===== config.mk =====
export PLATFORM = sky130hd
export DESIGN_NAME = seq_scan_ctrl_flat
export DESIGN_NICKNAME = d
export VERILOG_FILES = /design/src/rtl/seq_det_pkg.sv /design/src/rtl/seq_scan_ctrl_if.sv /design/src/rtl/seq_det_1011_en.sv /design/src/rtl/seq_scan_ctrl.sv /design/src/flat_wrapper.sv
export SDC_FILE = /design/constraint.sdc
export NUM_CORES = 1
export LEC_CHECK = 0
export ABC_CLOCK_PERIOD_IN_PS = 1880
export CORE_ASPECT_RATIO = 0.6
export CORE_MARGIN = 2
export CORE_UTILIZATION = 42
export CTS_BUF_LIST = sky130_fd_sc_hd__clkbuf_4 sky130_fd_sc_hd__clkbuf_8 sky130_fd_sc_hd__clkbuf_16
export DETAILED_ROUTE_END_ITERATION = 8
export DONT_BUFFER_PORTS = 1
export PLACE_DENSITY_LB_ADDON = 0.3
export SLEW_MARGIN = 30
export SYNTH_ARGS = -nofsm -noshare
export SYNTH_HDL_FRONTEND = slang
export SYNTH_SLANG_ARGS = --single-unit

===== constraint.sdc =====
create_clock -name clk -period 1.88 [get_ports clk]
set_input_delay 0.188 -clock clk [delete_from_list [all_inputs] [get_ports clk]]
set_output_delay 0.188 -clock clk [all_outputs]
set_load 0.05 [all_outputs]

===== src/rtl/seq_det_pkg.sv =====
// Shared types and helpers for the word-to-bit "1011" scan controller.
// Holds the detector state encoding, the controller state encoding and
// the detector next-state function.
package seq_det_pkg;

  // Detector states: sN means the last N input bits match the first N
  // bits of the pattern 1011 (s4 = full match).
  localparam logic [2:0] DET_S0 = 3'd0;
  localparam logic [2:0] DET_S1 = 3'd1;
  localparam logic [2:0] DET_S2 = 3'd2;
  localparam logic [2:0] DET_S3 = 3'd3;
  localparam logic [2:0] DET_S4 = 3'd4;

  typedef enum logic [1:0] {
    CTRL_IDLE  = 2'd0,
    CTRL_SHIFT = 2'd1,
    CTRL_FLUSH = 2'd2,
    CTRL_DONE  = 2'd3
  } ctrl_state_e;

  // Overlapping 1011 transition table; unknown encodings fall back to s0.
  function automatic logic [2:0] det_next(input logic [2:0] cur, input logic bit_in);
    logic [2:0] nxt;
    case (cur)
      DET_S0:  nxt = bit_in ? DET_S1 : DET_S0;
      DET_S1:  nxt = bit_in ? DET_S1 : DET_S2;
      DET_S2:  nxt = bit_in ? DET_S3 : DET_S0;
      DET_S3:  nxt = bit_in ? DET_S4 : DET_S2;
      DET_S4:  nxt = bit_in ? DET_S1 : DET_S2;
      default: nxt = DET_S0;
    endcase
    return nxt;
  endfunction

endpackage


===== src/rtl/seq_scan_ctrl_if.sv =====
// Word input channel and result channel of the scan controller.
// slave: the controller's view; master: the producer/consumer view.
interface seq_scan_ctrl_if #(
  parameter int WORD_W = 8,
  parameter int CNT_W  = 4
);
  logic              s_valid;
  logic              s_ready;
  logic [WORD_W-1:0] s_data;
  logic              s_clr;
  logic              m_valid;
  logic              m_ready;
  logic [CNT_W-1:0]  m_count;
  logic              m_any;

  modport slave (
    input  s_valid, s_data, s_clr, m_ready,
    output s_ready, m_valid, m_count, m_any
  );

  modport master (
    output s_valid, s_data, s_clr, m_ready,
    input  s_ready, m_valid, m_count, m_any
  );
endinterface


===== src/rtl/seq_det_1011_en.sv =====
// Moore overlapping "1011" detector with enable and synchronous clear.
// out is high only while the detector sits in s4; clear beats enable.
module seq_det_1011_en
  import seq_det_pkg::*;
(
  input  logic clk,
  input  logic rst,
  input  logic en,
  input  logic clr,
  input  logic in,
  output logic out
);

  logic [2:0] state_r;
  logic [2:0] next_s;
  logic       out_r;

  // Next detector state for the current input bit.
  always_comb begin
    next_s = det_next(state_r, in);
  end

  // State register; output registered alongside so it tracks s4 exactly.
  always_ff @(posedge clk) begin
    if (rst) begin
      state_r <= DET_S0;
      out_r   <= 1'b0;
    end else if (clr) begin
      state_r <= DET_S0;
      out_r   <= 1'b0;
    end else if (en) begin
      state_r <= next_s;
      out_r   <= (next_s == DET_S4);
    end else begin
      state_r <= state_r;
      out_r   <= out_r;
    end
  end

  assign out = out_r;

endmodule


===== src/rtl/seq_scan_ctrl.sv =====
// Word-level controller: serializes each accepted word MSB first into the
// 1011 detector, counts detections attributed to that word and returns the
// count over a valid/ready result channel. Detector history survives
// across words unless the word arrives with s_clr set.
module seq_scan_ctrl
  import seq_det_pkg::*;
#(
  parameter int WORD_W = 8,
  parameter int CNT_W  = 4
) (
  input  logic                  clk,
  input  logic                  rst,
  seq_scan_ctrl_if.slave        bus,
  output logic                  busy
);

  localparam int IDX_W = (WORD_W > 1) ? $clog2(WORD_W) : 1;
  localparam logic [IDX_W-1:0] IDX_LAST = IDX_W'(WORD_W - 1);
  localparam logic [CNT_W-1:0] CNT_MAX  = {CNT_W{1'b1}};

  ctrl_state_e        state_r;
  logic [WORD_W-1:0]  shift_r;
  logic [IDX_W-1:0]   idx_r;
  logic [CNT_W-1:0]   cnt_r;
  logic               shifted_d_r;
  logic               s_ready_r;
  logic               m_valid_r;
  logic               m_any_r;
  logic               busy_r;

  logic               accept_s;
  logic               det_en_s;
  logic               det_in_s;
  logic               det_clr_s;
  logic               det_out_s;
  logic               hit_s;
  logic [CNT_W-1:0]   cnt_next_s;

  // Handshake and detector drive decoded from the current state.
  always_comb begin
    accept_s  = (state_r == CTRL_IDLE) && s_ready_r && bus.s_valid;
    det_en_s  = (state_r == CTRL_SHIFT);
    det_in_s  = shift_r[WORD_W-1];
    det_clr_s = accept_s && bus.s_clr;
  end

  // A hit only counts when the detector output was produced by a bit of
  // this word, so a held s4 from an earlier word is not counted twice.
  always_comb begin
    hit_s = det_out_s && shifted_d_r;
    if (hit_s && (cnt_r != CNT_MAX)) begin
      cnt_next_s = cnt_r + CNT_W'(1);
    end else begin
      cnt_next_s = cnt_r;
    end
  end

  seq_det_1011_en u_det (
    .clk (clk),
    .rst (rst),
    .en  (det_en_s),
    .clr (det_clr_s),
    .in  (det_in_s),
    .out (det_out_s)
  );

  // Controller FSM with all outputs registered.
  always_ff @(posedge clk) begin
    if (rst) begin
      state_r     <= CTRL_IDLE;
      shift_r     <= '0;
      idx_r       <= '0;
      cnt_r       <= '0;
      shifted_d_r <= 1'b0;
      s_ready_r   <= 1'b1;
      m_valid_r   <= 1'b0;
      m_any_r     <= 1'b0;
      busy_r      <= 1'b0;
    end else begin
      shifted_d_r <= det_en_s;
      cnt_r       <= cnt_next_s;
      m_any_r     <= (cnt_next_s != '0);
      case (state_r)
        CTRL_IDLE: begin
          if (accept_s) begin
            shift_r   <= bus.s_data;
            idx_r     <= '0;
            cnt_r     <= '0;
            m_any_r   <= 1'b0;
            s_ready_r <= 1'b0;
            busy_r    <= 1'b1;
            state_r   <= CTRL_SHIFT;
          end else begin
            state_r   <= CTRL_IDLE;
          end
        end
        CTRL_SHIFT: begin
          shift_r <= {shift_r[WORD_W-2:0], 1'b0};
          idx_r   <= idx_r + IDX_W'(1);
          if (idx_r == IDX_LAST) begin
            state_r <= CTRL_FLUSH;
          end else begin
            state_r <= CTRL_SHIFT;
          end
        end
        CTRL_FLUSH: begin
          // Last bit's Moore output is sampled by the counter this cycle.
          m_valid_r <= 1'b1;
          state_r   <= CTRL_DONE;
        end
        CTRL_DONE: begin
          if (bus.m_ready) begin
            m_valid_r <= 1'b0;
            s_ready_r <= 1'b1;
            busy_r    <= 1'b0;
            state_r   <= CTRL_IDLE;
          end else begin
            state_r   <= CTRL_DONE;
          end
        end
        default: begin
          m_valid_r <= 1'b0;
          s_ready_r <= 1'b1;
          busy_r    <= 1'b0;
          state_r   <= CTRL_IDLE;
        end
      endcase
    end
  end

  assign bus.s_ready = s_ready_r;
  assign bus.m_valid = m_valid_r;
  assign bus.m_count = cnt_r;
  assign bus.m_any   = m_any_r;
  assign busy        = busy_r;

endmodule


===== src/flat_wrapper.sv =====
// flat-port wrapper written by rule: the top's interface ports become plain ports
module seq_scan_ctrl_flat import seq_det_pkg::*;
#(
  parameter int WORD_W = 8,
  parameter int CNT_W  = 4
)
  (clk, rst, busy, bus_s_valid, bus_s_data, bus_s_clr, bus_m_ready, bus_s_ready, bus_m_valid, bus_m_count, bus_m_any);
  seq_scan_ctrl_if #(.WORD_W(WORD_W), .CNT_W(CNT_W)) bus_i ();
  input  logic clk;
  input  logic rst;
  output logic busy;
  input wire logic [$bits(bus_i.s_valid)-1:0] bus_s_valid;
  input wire logic [$bits(bus_i.s_data)-1:0] bus_s_data;
  input wire logic [$bits(bus_i.s_clr)-1:0] bus_s_clr;
  input wire logic [$bits(bus_i.m_ready)-1:0] bus_m_ready;
  output wire logic [$bits(bus_i.s_ready)-1:0] bus_s_ready;
  output wire logic [$bits(bus_i.m_valid)-1:0] bus_m_valid;
  output wire logic [$bits(bus_i.m_count)-1:0] bus_m_count;
  output wire logic [$bits(bus_i.m_any)-1:0] bus_m_any;
  assign bus_i.s_valid = bus_s_valid;
  assign bus_i.s_data = bus_s_data;
  assign bus_i.s_clr = bus_s_clr;
  assign bus_i.m_ready = bus_m_ready;
  assign bus_s_ready = bus_i.s_ready;
  assign bus_m_valid = bus_i.m_valid;
  assign bus_m_count = bus_i.m_count;
  assign bus_m_any = bus_i.m_any;
  seq_scan_ctrl #(.WORD_W(WORD_W), .CNT_W(CNT_W)) u_core (.clk(clk), .rst(rst), .bus(bus_i), .busy(busy));
endmodule

; ---- Yosys cells after proc, flatten, opt, wreduce, memory -nomap -nowiden
; Cells that the tools add are included.
[totals]
reg_bits = 26
inputBits = 13
output_inout_bits = 8
word_cells = 66
[op_classes]
addsub = 2
n_eq_ne = 12
mux = 25
reduce_logical = 16
[op_table]
columns = op, n
row1 = $pmux W8 S2, 1
row2 = $mux W4, 3
row3 = $pmux W3 S4, 1
row4 = $eq A3 B3 Y1 const B, 3
row5 = $mux W1, 8
row6 = $mux W2, 4
row7 = $mux W8, 1
row8 = $pmux W2 S4, 1
row9 = $eq A3 B2 Y1 const B, 2
row10 = $mux W3, 2
row11 = $pmux W1 S2, 3
row12 = $pmux W3 S2, 1
row13 = $reduce_bool A2 Y1, 3
row14 = $logic_and A1 B1 Y1, 5
row15 = $add A4 B1 Y4 const B, 1
row16 = $eq A2 B2 Y1 const B, 2
row17 = $ne A4 B4 Y1 const B, 1
row18 = $reduce_and A2 Y1, 2
row19 = $reduce_bool A4 Y1, 1
row20 = $reduce_or A2 Y1, 2
row21 = $add A3 B1 Y3 const B, 1
row22 = $eq A3 B1 Y1 const B, 1
row23 = $logic_not A3 Y1, 1
row24 = $reduce_and A3 Y1, 1
row25 = other kinds (4), 4

; ---- Longest topological paths before layout
; Gate-level depths: netlist of run 1.
[depth]
depth_word = 6
mapped_depth = 4
ltp_nobuf = 4

; ---- By module
; Synthesis of run 1 repeated with hierarchy kept, for this count alone.
[unflattened]
cells_unflattened = 139
hier_area_um2 = 1256.2
[modules_own_cells]
columns = module, instances, cells_per_inst, area_per_inst_um2, seq_area_each_um2
row1 = seq_scan_ctrl, 1, 117, 1063.5, 440.4
row2 = seq_det_1011_en, 1, 22, 192.7, 80.1

; ---- Worst setup path after synthesis of run 1
; No wires, ideal clock.
[synth_path]
path_type = reg-to-reg
start = reg u_core.cnt_r[0], in the netlist u_core.bus.m_count[0]
end = reg u_core.m_any_r, in the netlist u_core.bus.m_any
setup_time_ns = 0.092
arrival_ns = 1.584
required_time_ns = 1.788
setup_slack_ns = 0.203
stages_incl_launch_ff = 5
n_path_buf = 0
period_less_slack_ns = 1.677
cell_sequence = dfxtp_1 -> ha_1 -> nand3_1 -> a311o_1 -> o32ai_1
[synth_via]
elab_chain_cells = 6
elab_cells_between_ends = 7
classes_between = 1 x add/sub / 1 x eq/ne / 3 x mux / 2 x reduce/logical
[synth_lines]
columns = item, line
row1 = from (decl), seq_scan_ctrl.sv:24  ; logic [CNT_W-1:0] cnt_r;
row2 = from (signal assigned), seq_scan_ctrl.sv:81  ; cnt_r <= cnt_next_s;
row3 = "parallel branches: the longest is 2 deep, another holds $add A4 B1 Y4", -
row4 = $mux W4 (*), seq_scan_ctrl.sv:51  ; if (hit_s && (cnt_r != CNT_MAX)) begin
row5 = $reduce_bool A4 Y1 (*), seq_scan_ctrl.sv:82  ; m_any_r <= (cnt_next_s != '0);
row6 = $mux W1, seq_scan_ctrl.sv:85  ; if (accept_s) begin
row7 = $mux W1 (*), seq_scan_ctrl.sv:83  ; case (state_r)
row8 = to (signal assigned), seq_scan_ctrl.sv:82
row9 = to (decl), seq_scan_ctrl.sv:28  ; logic m_any_r;
; Every way passes the cells marked *.
; A chain may end at the register's enable or synchronous reset.

; ---- Final worst setup path of run 1
[layout_path]
start = reg u_core.state_r[1]
end = reg u_core.shift_r[4]
[layout_via]
elab_chain_cells = 5
elab_cells_between_ends = 8
classes_between = 2 x eq/ne / 1 x mux / 5 x reduce/logical
[layout_lines]
columns = item, line
row1 = from (decl), seq_scan_ctrl.sv:21  ; ctrl_state_e state_r;
row2 = from (signal assigned), seq_scan_ctrl.sv:70  ; state_r <= CTRL_IDLE;
row3 = from (signal assigned), seq_scan_ctrl.sv:92  ; state_r <= CTRL_SHIFT;
row4 = from (signal assigned), seq_scan_ctrl.sv:94  ; state_r <= CTRL_IDLE;
row5 = $logic_not A2 Y1, "seq_scan_ctrl.sv:41, seq_scan_ctrl.sv:83"
row6 = $logic_and A1 B1 Y1 (2 in series), seq_scan_ctrl.sv:41  ; accept_s = (state_r == CTRL_IDLE) && s_ready_r && bus.s_valid;
row7 = $ne A2 B1 Y1 (no source line), -
row8 = $reduce_and A2 Y1 (no source line), -
row9 = to (signal assigned), seq_scan_ctrl.sv:86  ; shift_r <= bus.s_data;
row10 = to (signal assigned), seq_scan_ctrl.sv:98  ; shift_r <= {shift_r[WORD_W-2:0], 1'b0};
row11 = to (decl), seq_scan_ctrl.sv:22  ; logic [WORD_W-1:0] shift_r;
; Parallel ways exist; a longest one is shown, timed or not.

==> summary.txt, run 1 <==
post-detail-place hpwl = 1700 um
final clock skew = 0.00288 ns
routed wire length = 2440 um
run status = finished, final reports clean
Initial DRC Count = 98
Routed Antenna Nets = 0
slew margin rel. = 0.600
multi-input logic area = 609 um^2
maximum VDD drop = 0.284 mV
reg2reg path depth = 4
Final setup violation count = 0
Final Max Tran Viols = 0
Syn Inst Count = 139
Tot GR Track Use = 0.166
vias in the first global route = 867
Hold EP = u_core.bus.s_ready
TritonRoute pass-1 iters = 4
TritonCTS clock tree = yes
die width = 72.2 um
final hold vios = 0
n_diodes = 0
Final Instance Count excl. Fillers = 176
fmax = 0.665 GHz
syn_area_per_cell = 8.44 um^2
Setup crit start kind = flop
Final #Nets = 161
Critical-path top delay cell = dfxtp_1
Reg clk slew, reported paths = 0.08 ns
post-synth design cell area = 1170 um^2
Fillers = 249
Setup Fix Bufs, Post-CTS = 0
average routed wire per standard cell = 13.9 um
post-synthesis sequential area ratio = 0.443
port bufs = 0
# rows = 14
core box area = 2570 um^2
Initial Util = 0.456
Setup crit start = u_core.state_r[1]
final period utilization = 0.800
first-pass GRT wire length = 4000 um
reg2reg setup slack = 0.38 ns
worst-skew pair later-pin latency = 0.27 ns
Worst setup EP type = flop
gp weighted congestion = 0.810
FF-to-FF Start = u_core.state_r[1]
Area growth syn-to-layout = 10.3%
Synth Register Bits = 26
DR vias = 991
critical path data required time = 2.06 ns
Static Leak = 0.464 nW
I/O pin cnt = 21
CTS H-Tree Depth = 1
die area = 3250 um^2
reg2reg end = u_core.shift_r[4]
Synth Warn # = 0
clock buffer count from CTS = 3
clk root buf = clkbuf_8
HP Class = input port to flop
largest net degree at the start of global routing = 17
Final Core Density = 0.503
P per Cell Area = 844 nW/um^2
crit-path max cell delay = 0.47 ns
worst-margin pin slew = 0.598 ns
clock sinks = 26
Min-Delay Path Depth = 1
Register Area = 520 um^2
Worst Path Max Fanout = 14
Hold Path Origin = rst
Mapped Nets = 155
clock buffer depth = 2
initial antenna violation count = 0
Residual DRC = 0
CP cell instances = nand2b_1 -> buf_4 -> nor2_1 -> a311oi_1
DP Cell Count = 171
layout cells sized above 1 = 0.0833
Max Cap Viol = 0
Vias/cell = 5.63
gr ovfl total = 0
CP arrival = 1.68 ns
minimum clock period = 1.50 ns
Distinct cells, synth = 34
unrepaired setup endpoints after global routing = no
chip height = 44.9 um
setup TNS = 0 ns
Setup CP Type = flop to flop
## metrics by stage
stage | area [um^2] | hold slack [ns] | worst slack (ns) | total power [mW]
global route | 1290 | 0.0233 | 0.251 | 1.14
floorplan | 1170 | 0.350 | 0.203 | 0.722
global placement | 1230 | 0.261 | 0.501 | 0.735
detailed placement | 1230 | 0.264 | 0.411 | 0.740
finish | 1290 | 0.0274 | 0.376 | 1.09
CTS | 1290 | 0.0201 | 0.395 | 1.11
## power by group
| part | internal, mW | switching, mW |
|---|---|---|
| registers | 0.581 | 0.0317 |
| logic | 0.0476 | 0.0749 |
| clock network | 0.187 | 0.170 |
| total | 0.816 | 0.277 |
## layout make-up
type                    count  share of cell area
clock buffers               4              0.0425
inverters                   2             0.00580
multi-input cells         104               0.471
flip-flops and latches     26               0.402
well taps                  32              0.0309
repair buffers              8              0.0483
## worst max-delay path by stage
stage / cells after the start / end / slack, ns
after floorplan: 4 / u_core.bus.m_any / 0.20
after global placement: 3 / u_core.bus.m_any / 0.50
after detailed placement: 4 / u_core.shift_r[4] / 0.41
after CTS: 4 / u_core.shift_r[4] / 0.40
after global routing: 4 / u_core.shift_r[5] / 0.25
final: 4 / u_core.shift_r[4] / 0.38
## cell usage after synthesis
cell type | instances | share of area
dfxtp_1 | 26 | 0.44
nand3_1 | 7 | 0.030
nor2_1 | 10 | 0.032
buf_6 | 1 | 0.0096
inv_1 | 2 | 0.0064
and4bb_2 | 1 | 0.011
nor2b_1 | 5 | 0.027
a21o_1 | 1 | 0.0064
o21ai_0 | 3 | 0.013
and3_1 | 1 | 0.0053
a41oi_1 | 1 | 0.0075
a211oi_1 | 2 | 0.013
and2_1 | 1 | 0.0053
o211ai_1 | 1 | 0.0064
a311oi_1 | 7 | 0.052
clkbuf_1 | 4 | 0.013
nor3_1 | 4 | 0.017
nand2_1 | 24 | 0.077
ha_1 | 3 | 0.032
a2111o_1 | 1 | 0.0096
a31oi_1 | 2 | 0.011
o32ai_1 | 1 | 0.0075
buf_2 | 2 | 0.0085
nand2b_1 | 5 | 0.027
a32oi_1 | 1 | 0.0075
a311o_1 | 1 | 0.0085
a2111oi_0 | 1 | 0.0075
o21bai_1 | 1 | 0.0064
nand4_1 | 1 | 0.0053
mux2i_1 | 1 | 0.0085
a21oi_1 | 14 | 0.060
nand4bb_1 | 1 | 0.0096
or3_1 | 1 | 0.0053
nor3b_1 | 2 | 0.013
## sequential cells by signal (all words and copies together) (netlist names)
register              cells
u_core.bus.m_any          1
u_core.bus.m_count        4
u_core.bus.m_valid        1
u_core.bus.s_ready        1
u_core.busy               1
u_core.idx_r              3
u_core.shift_r            8
u_core.shifted_d_r        1
u_core.state_r            2
u_core.u_det.out          1
u_core.u_det.state_r      3
## layer usage
| layer | up-vias | part of all wire | global-route usage |
|---|---|---|---|
| met1 | 449 | 0.50 | 0.224 |
| li1 | 513 | - | - |
| met3 | 6 | 0.057 | 0.0536 |
| met4 | 0 | 0.018 | 0.0830 |
| met2 | 23 | 0.42 | 0.240 |
| met5 | - | 0 | 0 |
## timing repair
action	4_1_cts	5_1_grt
gates resized for setup	0	0
hold buffers	1	0
endpoints found under the hold margin	16	0
## placed cells by master, fill, tap and decap left out, types with 3 or more instances in the layout
cell type,Yosys,routed
a21oi_1,14,14
a311oi_1,7,7
buf_4,0,7
clkbuf_8,0,4
dfxtp_1,26,26
ha_1,3,3
nand2_1,24,24
nand2b_1,5,5
nand3_1,7,7
nor2_1,10,10
nor2b_1,5,5
nor3_1,4,4
o21ai_0,3,3
## logic make-up (layout without fill, tap and decap cells)
logic type / Yosys count / after routing / share of synthesized area
adder cells (fa/ha/maj): 3 / 3 / 0.0320
multiplexers: 1 / 1 / 0.00853
AND/OR/NAND/NOR: 63 / 63 / 0.263
flip-flops: 26 / 26 / 0.443
buffers and inverters: 9 / 14 / 0.0373
AO/OA/AOI/OAI: 37 / 37 / 0.215
## worst max-delay path, delay by kind of cell, from the launching register on
family | cells | cell delay [ns]
AOI/OAI and AO/OA | 1 | 0.25
buffers and inverters | 1 | 0.26
DFF | 1 | 0.47
and+or+nand+nor | 2 | 0.42
Note: power is estimated with default switching activity, not from simulation.
==> inputs of run 2 (changes only) <==
Settings changed: ABC_CLOCK_PERIOD_IN_PS 1880 to 1500.
Clock period 1.88 ns to 1.5 ns, I/O delays scaled along.
==> summary.txt, run 2 (synthesized netlist as in run 1, its figures left out) <==
fmax = 0.724 GHz
Register Area = 523 um^2
Area growth syn-to-layout = 13.8%
initial antenna violation count = 0
final period utilization = 0.921
average routed wire per standard cell = 14.6 um
Setup Fix Bufs, Post-CTS = 0
final hold vios = 0
DR vias = 1,058
layout cells sized above 1 = 0.128
run status = finished, final reports clean
vias in the first global route = 977
Final Max Tran Viols = 0
Reg clk slew, reported paths = 0.09 ns
reg2reg setup slack = 0.12 ns
Max Cap Viol = 0
Static Leak = 0.490 nW
Hold Buf Count CTS = 1
reg2reg end = u_core.bus.m_any
n_diodes = 0
clock sinks = 26
Setup crit start kind = flop
Residual DRC = 0
Setup crit start = u_core.state_r[0]
Worst setup EP type = flop
Final #Nets = 166
CTS H-Tree Depth = 1
clock buffer depth = 2
TritonRoute pass-1 iters = 5
gr ovfl total = 0
FF-to-FF Start = u_core.state_r[0]
Tot Pwr = 1.39 mW
DP Cell Count = 176
routed wire length = 2640 um
Largest Register = u_core.shift_r
CTS resizes = 0
grt peak-use layer = met2
slew margin rel. = 0.583
core box area = 2570 um^2
HP Class = input port to flop
critical path endpoint = u_core.bus.m_any
minimum clock period = 1.38 ns
worst-margin pin slew = 0.623 ns
most frequent cells in the layout = nand2_1 (24), dfxtp_1 (24), a21oi_1 (14)
multi-input logic area = 609 um^2
I/O pin cnt = 21
Setup CP Type = flop to flop
clk root buf = clkbuf_8
max reg flops = 8
Routed Antenna Nets = 0
first-pass GRT wire length = 4360 um
Initial Util = 0.456
M3 GR Usage = 0.0558
Final setup violation count = 0
die width = 72.2 um
met1 Use GR = 0.233
unrepaired setup endpoints after global routing = no
P per Cell Area = 1040 nW/um^2
reg2reg path depth = 3
DP Worst Slack = 0.163 ns
Vias/cell = 5.85
# rows = 14
Tot GR Track Use = 0.177
largest net degree at the start of global routing = 18
chip height = 44.9 um
setup TNS = 0 ns
clock buffer count from CTS = 3
Worst Path Max Fanout = 11
Initial DRC Count = 72
critical path data required time = 1.68 ns
CP arrival = 1.57 ns
post-detail-place hpwl = 1920 um
Fillers = 238
die area = 3250 um^2
maximum VDD drop = 0.458 mV
TritonCTS clock tree = yes
port bufs = 0
final clock skew = 0.00245 ns
gp weighted congestion = 0.804
worst-skew pair later-pin latency = 0.27 ns
grt met2 use = 0.279
fin worst setup slack = 0.119 ns
Final Instance Count excl. Fillers = 181
## run 2: cell count changes in the layout (fill, tap and decap cells not counted)
cell / delta
dfxtp_1: -2
buf_4: +5
dfxtp_2: +2
## run 2: through the flow
step           hold WS (ns)  utilization  area (um^2)
2_1_floorplan         0.312            -         1180
3_3_place_gp          0.223        0.493         1270
3_5_place_dp          0.226        0.493         1270
4_1_cts              0.0280        0.518         1340
5_1_grt              0.0383        0.518         1340
6_report             0.0339        0.518         1340
## run 2: area by class of cell
type	instances	share of cell area
multi-input cells	104	0.456
well taps	32	0.0300
flip-flops and latches	26	0.392
inverters	2	0.00562
repair buffers	13	0.0750
clock buffers	4	0.0412
## run 2: routing by layer
metal	wire, um	part of all wire
met3	145	0.055
met4	16	0.0061
met1	1330	0.50
met5	0	0
met2	1150	0.43
## run 2: power breakdown
group          leakage [nW]  switching (mW)  internal (mW)
sequential            0.213          0.0300          0.728
clock                0.0288           0.214          0.235
combinational         0.248           0.110         0.0722
total                 0.490           0.353           1.04
## run 2: worst min path at each step
| stage | from | end | cells past startpoint |
|---|---|---|---|
| 3_5_place_dp | rst | u_core.shifted_d_r | 1 |
| 5_1_grt | bus_s_data[1] | u_core.shift_r[1] | 2 |
| 2_1_floorplan | bus_s_data[1] | u_core.shift_r[1] | 2 |
| 3_3_place_gp | rst | u_core.idx_r[2] | 1 |
| 6_report | bus_s_data[2] | u_core.shift_r[2] | 2 |
| 4_1_cts | bus_s_data[2] | u_core.shift_r[2] | 2 |
## run 2: critical path, stage by stage (launching register included)
cell and delay, ns:
dfxtp_1 0.46, and4bb_2 0.37, a311o_1 0.35, o32ai_1 0.12
